### src/rtl/fpmul_iter.sv
// Iterative floating-point multiplier: shift-add mantissa loop, one-step normalise, IEEE-style rounding.
// Define FPMUL_STICKY_FLAGS_EN to add clr_flags and accumulate exception flags across results.

module fpmul_iter #(
  parameter int EXP_W = 8,
  parameter int MAN_W = 23
) (
  input  logic                 clk,
  input  logic                 rstp,
  input  logic                 start,
  input  logic [EXP_W+MAN_W:0] a,
  input  logic [EXP_W+MAN_W:0] b,
  input  logic [2:0]           round_mp,
`ifdef FPMUL_STICKY_FLAGS_EN
  input  logic                 clr_flags,
`endif
  output logic                 act,
  output logic                 done,
  output logic [EXP_W+MAN_W:0] out,
  output logic                 ov,
  output logic                 un,
  output logic                 inv,
  output logic                 inexact
);

  localparam int W   = 1 + EXP_W + MAN_W;
  localparam int SW  = MAN_W + 1;
  localparam int SW1 = SW + 1;
  localparam int PW  = 2 * SW;
  localparam int EW  = EXP_W + 2;
  localparam int CW  = $clog2(SW + 1);
  localparam logic signed [EW-1:0] BIAS  = EW'(2**(EXP_W-1) - 1);
  localparam logic signed [EW-1:0] EMAX  = EW'(2**EXP_W - 1);
  localparam logic signed [EW-1:0] EZERO = '0;
  localparam logic signed [EW-1:0] EONE  = EW'(1);
  localparam logic [W-1:0] QNAN = {1'b0, {EXP_W{1'b1}}, 1'b1, {(MAN_W-1){1'b0}}};

  typedef enum logic [2:0] {IDLE, UNPACK, MUL, NORM, ROUND, DONE} state_t;

  state_t                state_q, state_d;
  logic [W-1:0]          a_q, a_d, b_q, b_d;
  logic [2:0]            mode_q, mode_d;
  logic signed [EW-1:0]  exp_q, exp_d;
  logic [PW-1:0]         acc_q, acc_d, mcand_q, mcand_d;
  logic [SW-1:0]         mplier_q, mplier_d, man_q, man_d;
  logic [CW-1:0]         cnt_q, cnt_d;
  logic                  g_q, g_d, r_q, r_d, s_q, s_d;
  logic [W-1:0]          res_q, res_d, out_q, out_d;
  logic [3:0]            rflags_q, rflags_d, flags_q, flags_d;
  logic                  done_q, done_d;

  logic [EXP_W-1:0]      ea, eb;
  logic [SW-1:0]         ma, mb;
  logic                  sgn, a_nan, b_nan, a_inf, b_inf, a_zero, b_zero;
  logic                  rne, inx, inc, to_inf;
  logic [SW:0]           sum;
  logic [MAN_W-1:0]      mant_r;
  logic signed [EW-1:0]  exp_r;

  // Next-state and datapath: operands are classified in UNPACK, the first multiplier
  // bit is consumed there too, the remaining MAN_W bits in MUL, then NORM/ROUND/DONE.
  always_comb begin
    state_d  = state_q;
    a_d      = a_q;
    b_d      = b_q;
    mode_d   = mode_q;
    exp_d    = exp_q;
    acc_d    = acc_q;
    mcand_d  = mcand_q;
    mplier_d = mplier_q;
    cnt_d    = cnt_q;
    man_d    = man_q;
    g_d      = g_q;
    r_d      = r_q;
    s_d      = s_q;
    res_d    = res_q;
    rflags_d = rflags_q;
    out_d    = out_q;
    done_d   = 1'b0;
`ifdef FPMUL_STICKY_FLAGS_EN
    flags_d  = clr_flags ? 4'b0000 : flags_q;
`else
    flags_d  = flags_q;
`endif

    ea     = a_q[W-2:MAN_W];
    eb     = b_q[W-2:MAN_W];
    ma     = {1'b1, a_q[MAN_W-1:0]};
    mb     = {1'b1, b_q[MAN_W-1:0]};
    sgn    = a_q[W-1] ^ b_q[W-1];
    a_nan  = (&ea) & (|a_q[MAN_W-1:0]);
    b_nan  = (&eb) & (|b_q[MAN_W-1:0]);
    a_inf  = (&ea) & ~(|a_q[MAN_W-1:0]);
    b_inf  = (&eb) & ~(|b_q[MAN_W-1:0]);
    a_zero = ~(|ea);
    b_zero = ~(|eb);

    rne = mode_q[2] | (mode_q[1:0] == 2'b00);
    inx = g_q | r_q | s_q;
    if (rne)                        inc = g_q & (r_q | s_q | man_q[0]);
    else if (mode_q[1:0] == 2'b10)  inc = inx & ~sgn;
    else if (mode_q[1:0] == 2'b11)  inc = inx & sgn;
    else                            inc = 1'b0;
    to_inf = rne | ((mode_q[1:0] == 2'b10) & ~sgn) | ((mode_q[1:0] == 2'b11) & sgn);
    sum = {1'b0, man_q} + SW1'(inc);
    if (sum[SW]) begin
      mant_r = sum[SW-1:1];
      exp_r  = exp_q + EONE;
    end else begin
      mant_r = sum[MAN_W-1:0];
      exp_r  = exp_q;
    end

    case (state_q)
      IDLE: begin
        if (start && !done_q) begin
          a_d     = a;
          b_d     = b;
          mode_d  = round_mp;
          state_d = UNPACK;
        end
      end
      UNPACK: begin
        state_d = DONE;
        if (a_nan | b_nan | (a_inf & b_zero) | (b_inf & a_zero)) begin
          res_d    = QNAN;
          rflags_d = 4'b0010;
        end else if (a_inf | b_inf) begin
          res_d    = {sgn, {EXP_W{1'b1}}, {MAN_W{1'b0}}};
          rflags_d = 4'b0000;
        end else if (a_zero | b_zero) begin
          res_d    = {sgn, {(W-1){1'b0}}};
          rflags_d = 4'b0000;
        end else begin
          exp_d    = $signed({2'b00, ea}) + $signed({2'b00, eb}) - BIAS;
          acc_d    = b_q[0] ? {{(PW-SW){1'b0}}, ma} : '0;
          mcand_d  = {{(PW-SW){1'b0}}, ma} << 1;
          mplier_d = mb >> 1;
          cnt_d    = CW'(1);
          state_d  = MUL;
        end
      end
      MUL: begin
        if (mplier_q[0]) acc_d = acc_q + mcand_q;
        mcand_d  = mcand_q << 1;
        mplier_d = mplier_q >> 1;
        cnt_d    = cnt_q + CW'(1);
        if (cnt_q == CW'(MAN_W)) state_d = NORM;
      end
      NORM: begin
        if (acc_q[PW-1]) begin
          man_d = acc_q[PW-1 -: SW];
          g_d   = acc_q[PW-1-SW];
          r_d   = acc_q[PW-2-SW];
          s_d   = |acc_q[PW-3-SW:0];
          exp_d = exp_q + EONE;
        end else begin
          man_d = acc_q[PW-2 -: SW];
          g_d   = acc_q[PW-2-SW];
          r_d   = acc_q[PW-3-SW];
          s_d   = |acc_q[PW-4-SW:0];
        end
        state_d = ROUND;
      end
      ROUND: begin
        if (exp_r >= EMAX) begin
          res_d    = to_inf ? {sgn, {EXP_W{1'b1}}, {MAN_W{1'b0}}}
                            : {sgn, {(EXP_W-1){1'b1}}, 1'b0, {MAN_W{1'b1}}};
          rflags_d = 4'b1001;
        end else if (exp_r <= EZERO) begin
          res_d    = {sgn, {(W-1){1'b0}}};
          rflags_d = 4'b0101;
        end else begin
          res_d    = {sgn, exp_r[EXP_W-1:0], mant_r};
          rflags_d = {3'b000, inx};
        end
        state_d = DONE;
      end
      DONE: begin
        out_d   = res_q;
        done_d  = 1'b1;
        state_d = IDLE;
`ifdef FPMUL_STICKY_FLAGS_EN
        flags_d = flags_d | rflags_q;
`else
        flags_d = rflags_q;
`endif
      end
      default: state_d = IDLE;
    endcase
  end

  always_ff @(posedge clk or posedge rstp) begin
    if (rstp) begin
      state_q  <= IDLE;
      a_q      <= '0;
      b_q      <= '0;
      mode_q   <= '0;
      exp_q    <= '0;
      acc_q    <= '0;
      mcand_q  <= '0;
      mplier_q <= '0;
      cnt_q    <= '0;
      man_q    <= '0;
      g_q      <= 1'b0;
      r_q      <= 1'b0;
      s_q      <= 1'b0;
      res_q    <= '0;
      rflags_q <= '0;
      out_q    <= '0;
      flags_q  <= '0;
      done_q   <= 1'b0;
    end else begin
      state_q  <= state_d;
      a_q      <= a_d;
      b_q      <= b_d;
      mode_q   <= mode_d;
      exp_q    <= exp_d;
      acc_q    <= acc_d;
      mcand_q  <= mcand_d;
      mplier_q <= mplier_d;
      cnt_q    <= cnt_d;
      man_q    <= man_d;
      g_q      <= g_d;
      r_q      <= r_d;
      s_q      <= s_d;
      res_q    <= res_d;
      rflags_q <= rflags_d;
      out_q    <= out_d;
      flags_q  <= flags_d;
      done_q   <= done_d;
    end
  end

  // The done cycle still counts as busy, so a start there is ignored.
  assign act  = (state_q != IDLE) | done_q;
  assign done = done_q;
  assign out  = out_q;
  assign {ov, un, inv, inexact} = flags_q;

endmodule

### config.mk
export PLATFORM = sky130hd
export DESIGN_NAME = fpmul_iter
export DESIGN_NICKNAME = d
export VERILOG_FILES = /design/src/rtl/fpmul_iter.sv
export SDC_FILE = /design/constraint.sdc
export NUM_CORES = 1
export LEC_CHECK = 0
export ABC_CLOCK_PERIOD_IN_PS = 15300
export BUFFER_PORTS_ARGS = -buffer_cell sky130_fd_sc_hd__buf_2
export CAP_MARGIN = 10
export CORE_MARGIN = 8
export CORE_UTILIZATION = 60
export DETAILED_ROUTE_END_ITERATION = 10
export HOLD_SLACK_MARGIN = 0.1
export PLACE_DENSITY = 0.79
export SKIP_LAST_GASP = 1
export SYNTH_ARGS = -nofsm -noshare
export SYNTH_HDL_FRONTEND = slang
export SYNTH_SLANG_ARGS = --single-unit
### constraint.sdc
create_clock -name clk -period 15.3 [get_ports clk]
set_input_delay 0.765 -clock clk [delete_from_list [all_inputs] [get_ports clk]]
set_output_delay 0.765 -clock clk [all_outputs]
set_load 0.02 [all_outputs]
* Word level (Yosys, flattened, before mapping)
Index checks and enable logic that the tools add are counted.
Word-level totals: memory bits (read-only) 0, bits in writable memories 0, latch bits 0, memories kept 0, flip-flop bits (word level) 305, output and inout bits 38
Operators by class: reductions and logical operators 22, shift operators 0, equal/unequal tests 16, divide/modulo/power cells 0, bitwise operators 30, order comparisons 2, multiply operators 0, $add $sub $neg 6, multiplexer cells 52
Operator list (count):
- $mux 48 | 7
- $pmux 48 s2 | 2
- $mux 24 | 6
- $mux 32 | 3
- $pmux 32 s2 | 1
- $mux 31 | 2
- $mux 10 | 5
- $add 48x48->48 | 1
- $pmux 24 s2 | 1
- $reduce_or 23->1 | 2
- $add 24x1->25 | 1
- $mux 23 | 1
- $reduce_or 22->1 | 1
- $reduce_or 21->1 | 1
- $pmux 10 s2 | 1
- $mux 3 | 6
- $mux 4 | 4
- $reduce_and 8->1 | 2
- $reduce_or 8->1 | 2
- $mux 5 | 3
- $pmux 3 s5 | 1
- $ne 2x2->1 const B | 7
- $or 1x1->1 | 13
- $and 1x1->1 | 11
- 26 further kinds | 44

* Logic depth before layout (Yosys ltp)
word-level depth 12, gate-level depth with buffers 19, gate-level depth less buffers 17

* Least setup slack after synthesis
Ideal clock, no wire load.
path type register to register, from register b_q[31], to register res_q[13], path slack 11717 ps, path buffers 1, data required time 15174 ps, clock period less this slack 3583 ps, arrival 3456 ps, stages on the path, launching flop included 19, library setup time 126 ps, cell sequence dfrtp_1 -> xnor2_1 -> nor2b_1 -> xnor2_1 -> nor2_1 -> a211oi_1 -> ha_1 -> ha_1 -> and3_1 -> and3_1 -> nand3_2 -> a21oi_2 -> nor2_1 -> or4_4 -> a21o_1 -> nand3_2 -> nor2_1 -> buf_6 -> a221o_1
On the way: word-level cells in the longest chain between the ends 11, elaborated cells between the ends (all ways) 20, classes of those cells add/sub: 1; order compare: 2; mux: 9; bitwise: 8
RTL lines:
- from (decl) | RTL line 41 | logic [W-1:0] a_q, a_d, b_q, b_d;
- from (signal assigned) | RTL line 197 | b_q <= '0;
- from (signal assigned) | RTL line 216 | b_q <= b_d;
- $xor 1x1->1 (*) | RTL line 90 | sgn = a_q[W-1] ^ b_q[W-1];
- $and 1x1->1 / $not 1->1 (equally long branches) | RTL line 102, 101, 104
- $mux 1 / $and 1x1->1 (equally long branches) | RTL line 102, 101
- $mux 1 | RTL line 101 | else if (mode_q[1:0] == 2'b10) inc = inx & ~sgn;
- $mux 1 | RTL line 100 | if (rne) inc = g_q & (r_q | s_q | man_q[0]);
- $add 24x1->25 | RTL line 105 | sum = {1'b0, man_q} + SW1'(inc);
- $mux 10 | RTL line 106 | if (sum[SW]) begin
- $le 10x1->1 | RTL line 170 | end else if (exp_r <= EZERO) begin
- $mux 31 | RTL line 170
- $mux 31 (*) | RTL line 166 | if (exp_r >= EMAX) begin
- $pmux 32 s2 (*) | RTL line 114 | case (state_q)
- to (signal assigned) | RTL line 227 | res_q <= res_d;
- to (decl) | RTL line 48 | logic [W-1:0] res_q, res_d, out_q, out_d;
Every way passes the cells marked *; elsewhere a longest branch is shown, timed or not. A chain may end at the register's enable or synchronous reset.

* Final worst setup path
from register b_q[31], to register res_q[9]
The elaborated chain is that of the path after synthesis.

==> flow_summary.json <==
{
  "final_cells": 2193,
  "startpoint": "b_q[31]$_DFFE_PP0P_",
  "grt_pass1_vias": 13200,
  "start_util_pct": 60.8,
  "htree_levels": 2,
  "crit_cells": 17,
  "io_pins": 108,
  "worst_r2r_endpoint": "res_q[9]$_DFFE_PP0P_",
  "fp.dieArea_um2": 32700,
  "die_x_um": 181,
  "clock-sinks": 303,
  "hold_viol": 0,
  "yosys_register_bits": 303,
  "hpwl_mm": 26.2,
  "fin_crit_sh_pct": 31.1,
  "placed_cell_area_um2": 17000,
  "crit_path_end_kind": "flip-flop",
  "grt_setup_unrepaired": "false",
  "syn_area_um2": 16300,
  "drive_gt1_share_pct": 14.3,
  "remaining_drc_errors": 0,
  "postSynthCellCount": 1772,
  "crit_required_ps": 15750,
  "synth_async_sr_flop_share_pct": 100,
  "post-route-util_pct": 67.6,
  "cts_max_path_buffers": 3,
  "tightestPinTransition_ps": 1070,
  "reg2reg_slack_ps": 10540,
  "cp_num_buf_inv": 0,
  "grt_antenna_before_repair": 1,
  "cp_slowest_cell": "and3_1",
  "port_buffers": 107,
  "syn_to_final_growth_pct": 11.3,
  "syn_nets": 1909,
  "slew_headroom_pct": 28.9,
  "p_int_mw": 2.34,
  "worst_r2r_path_depth": 17,
  "synthFlopType": "dfrtp_1",
  "synth-edff-count": 0,
  "clkTransAtPathRegs_ps": 60,
  "drt_iter0_drc": 1181,
  "worstPathArrival_ps": 5210,
  "cpLargestDelayFamily": "simple AND/OR/NAND/NOR gates",
  "hold_buffers": 0,
  "track_usage_pct": 23.2,
  "num_rows": 60,
  "postCtsSetupBuffers": 0,
  "yosysSeqAreaShare_pct": 46.6,
  "p_clk_share_pct": 21.0,
  "fillers": 2122,
  "die_y_um": 181,
  "crit_fanout": 20,
  "power_density_nw_per_um2": 219,
  "num_vias": 13300,
  "critPathMaxStageDelay_ps": 600,
  "max-vdd-ir-drop_uv": 142,
  "period_minus_slack_ps": 4760,
  "skew_ps": 20.4,
  "tns_ps": 0,
  "gr-total-overflow": 0,
  "cts_root_buffer": "clkbuf_16",
  "place_inst": 2131,
  "grt_first_pass_wirelength_mm": 64.5,
  "slew_violations": 0,
  "hp-class": "in2async",
  "first_pass_iters": 5,
  "cts_tree": "done",
  "status": "finished, final reports clean",
  "synthDistinctLibCells": 73,
  "swShare_pct": 41.1,
  "worstSetupPathType": "reg2reg",
  "r2r_start": "b_q[31]$_DFFE_PP0P_",
  "ctsResizeCount": 0,
  "detail_route.vias_per_cell": 6.08,
  "insertion_delay_ps": 520,
  "grt_max_degree": 151,
  "p_leak_nw": 8.34,
  "crit_path_cell_trace": "xnor2_1 -> nor2b_1 -> xnor2_1 -> nor2_1 -> a211oi_1 -> ha_1 -> ha_1 -> and3_1 -> and3_1 -> and3_1 -> o21ai_0 -> a221oi_1 -> or4_4 -> a21o_1 -> nand3_2 -> nor2_1 -> a221o_1",
  "fmax_ghz": 0.210,
  "cpMostUsedCell": "and3_1",
  "crit_path_start_kind": "flip-flop",
  "yosys_warnings": 0,
  "combPwrFrac_pct": 43.2,
  "setup_viol": 0,
  "final_nets": 1964,
  "drv_cap": 0,
  "fp.coreArea_um2": 26800,
  "design_area_um2": 18100,
  "endpoint": "res_q[9]$_DFFE_PP0P_",
  "seqPwrFrac_pct": 35.8,
  "gp_congestion": 0.940,
  "p_sw_mw": 1.63,
  "cts_inserted_buffers": 34,
  "post_drt_wl_per_cell_um": 17.5,
  "routed_wl_mm": 38.4,
  "postRouteAntennaNets": 0,
  "syn_area_per_cell_um2": 9.19
}
-- power by group through the flow --
stage,Clock (mW),Sequential [mW],Combinational [mW]
after floorplan,0,1.35,1.34
after global placement,0,1.41,1.64
after detailed placement,0,1.43,1.69
after CTS,0.846,1.42,1.71
after global routing,0.873,1.46,1.92
final,0.833,1.42,1.71
-- synthesized netlist by cell type, types with 29 or more instances --
cell type / number / share of area, %
nand2_1: 387 / 8.9
dfrtp_1: 303 / 47
o21ai_0: 129 / 4.0
nor2_1: 117 / 2.7
a21oi_1: 89 / 2.7
clkbuf_1: 78 / 1.8
mux2_2: 67 / 4.6
a31oi_1: 65 / 2.5
ha_1: 65 / 5.0
xnor2_1: 50 / 2.7
inv_1: 31 / 0.71
mux2i_1: 29 / 1.8
-- kinds of logic (layout without fill, tap and decap cells) --
group	Yosys count	count (layout)	synth area share [%]
simple gates	675	675	18.2
buf+inv	132	211	3.31
fa+ha+maj	67	67	5.24
other cells	0	1	0
flops	303	303	46.6
xor+xnor	75	75	4.03
mux	96	96	6.42
compound gates	424	424	16.2
-- stage by stage --
| stage | setup WS [ps] | power [mW] | hold slack (ps) |
|---|---|---|---|
| global placement | 10760 | 3.06 | 452 |
| floorplan | 6160 | 2.69 | 439 |
| finish | 10540 | 3.97 | 454 |
| CTS | 10500 | 3.97 | 458 |
| detailed placement | 10520 | 3.12 | 457 |
| global route | 10100 | 4.26 | 459 |
-- worst reg2reg max path, stage by stage (launching register included) --
cell and delay (ps):
dfrtp_1 390, xnor2_1 210, nor2b_1 90, xnor2_1 180
nor2_1 80, a211oi_1 230, ha_1 230, ha_1 190
and3_1 260, and3_1 270, and3_1 600, o21ai_0 200
a221oi_1 320, or4_4 190, a21o_1 160, nand3_2 230
nor2_1 600, a221o_1 260
-- per-layer routing --
layer | track usage (%) | share of wire, % | up-vias
met3 | 3.41 | 4.7 | 86
met4 | 7.97 | 2.7 | 0
met2 | 39.4 | 48 | 348
met5 | 0 | 0 | -
li1 | - | - | 6393
met1 | 30.1 | 44 | 6499
-- how the worst min path moves through the flow --
stage                              to  slack (ps)  cells past startpoint
4_1_cts           b_q[14]$_DFFE_PP0P_         460                      2
6_report         man_q[7]$_DFFE_PP0P_         450                      2
5_1_grt            a_q[9]$_DFFE_PP0P_         460                      2
2_1_floorplan  flags_q[2]$_DFFE_PP0P_         440                      2
3_5_place_dp       out[5]$_DFFE_PP0P_         460                      2
3_3_place_gp       out[3]$_DFFE_PP0P_         450                      2
-- cell type report --
type                    instances  area, um2  area share, %
well taps                     341        427           2.35
flip-flops and latches        303       7580           41.8
diodes                          1       2.50         0.0138
multi-input cells            1337       8200           45.2
inverters                      32        128          0.704
clock buffers                  48        985           5.43
repair buffers                119        633           3.49
clock inverters                12        170          0.939
-- registers in the layout, summed over array words and instances, names as in the netlist --
| name | count |
|---|---|
| g_q | 1 |
| rflags_q | 4 |
| mode_q | 3 |
| s_q | 1 |
| mplier_q | 23 |
| a_q | 32 |
| res_q | 32 |
| mcand_q | 47 |
| cnt_q | 5 |
| exp_q | 10 |
| acc_q | 48 |
| r_q | 1 |
| man_q | 24 |
| state_q | 3 |
| done | 1 |
| flags_q | 4 |
| out | 32 |
| b_q | 32 |
-- cells in the final DEF, fill, tap and decap left out, types with 9 or more instances in the layout --
| cell | count |
|---|---|
| nand2_1 | 386 |
| dfrtp_1 | 303 |
| o21ai_0 | 129 |
| nor2_1 | 115 |
| buf_2 | 107 |
| a21oi_1 | 89 |
| mux2_2 | 67 |
| a31oi_1 | 65 |
| ha_1 | 65 |
| xnor2_1 | 50 |
| clkbuf_16 | 35 |
| inv_1 | 30 |
| mux2i_1 | 29 |
| nor4_1 | 28 |
| nand3_1 | 26 |
| nand4_1 | 26 |
| xor2_1 | 25 |
| and3_1 | 20 |
| a21o_1 | 16 |
| a221o_1 | 14 |
| a22oi_1 | 13 |
| o21a_1 | 12 |
| nand2b_1 | 12 |
| a211o_1 | 12 |
| nor3_1 | 11 |
| buf_4 | 11 |
| nor2b_1 | 10 |
| a211oi_1 | 10 |
| and2_1 | 9 |
Power figures use the tool's default switching activity.
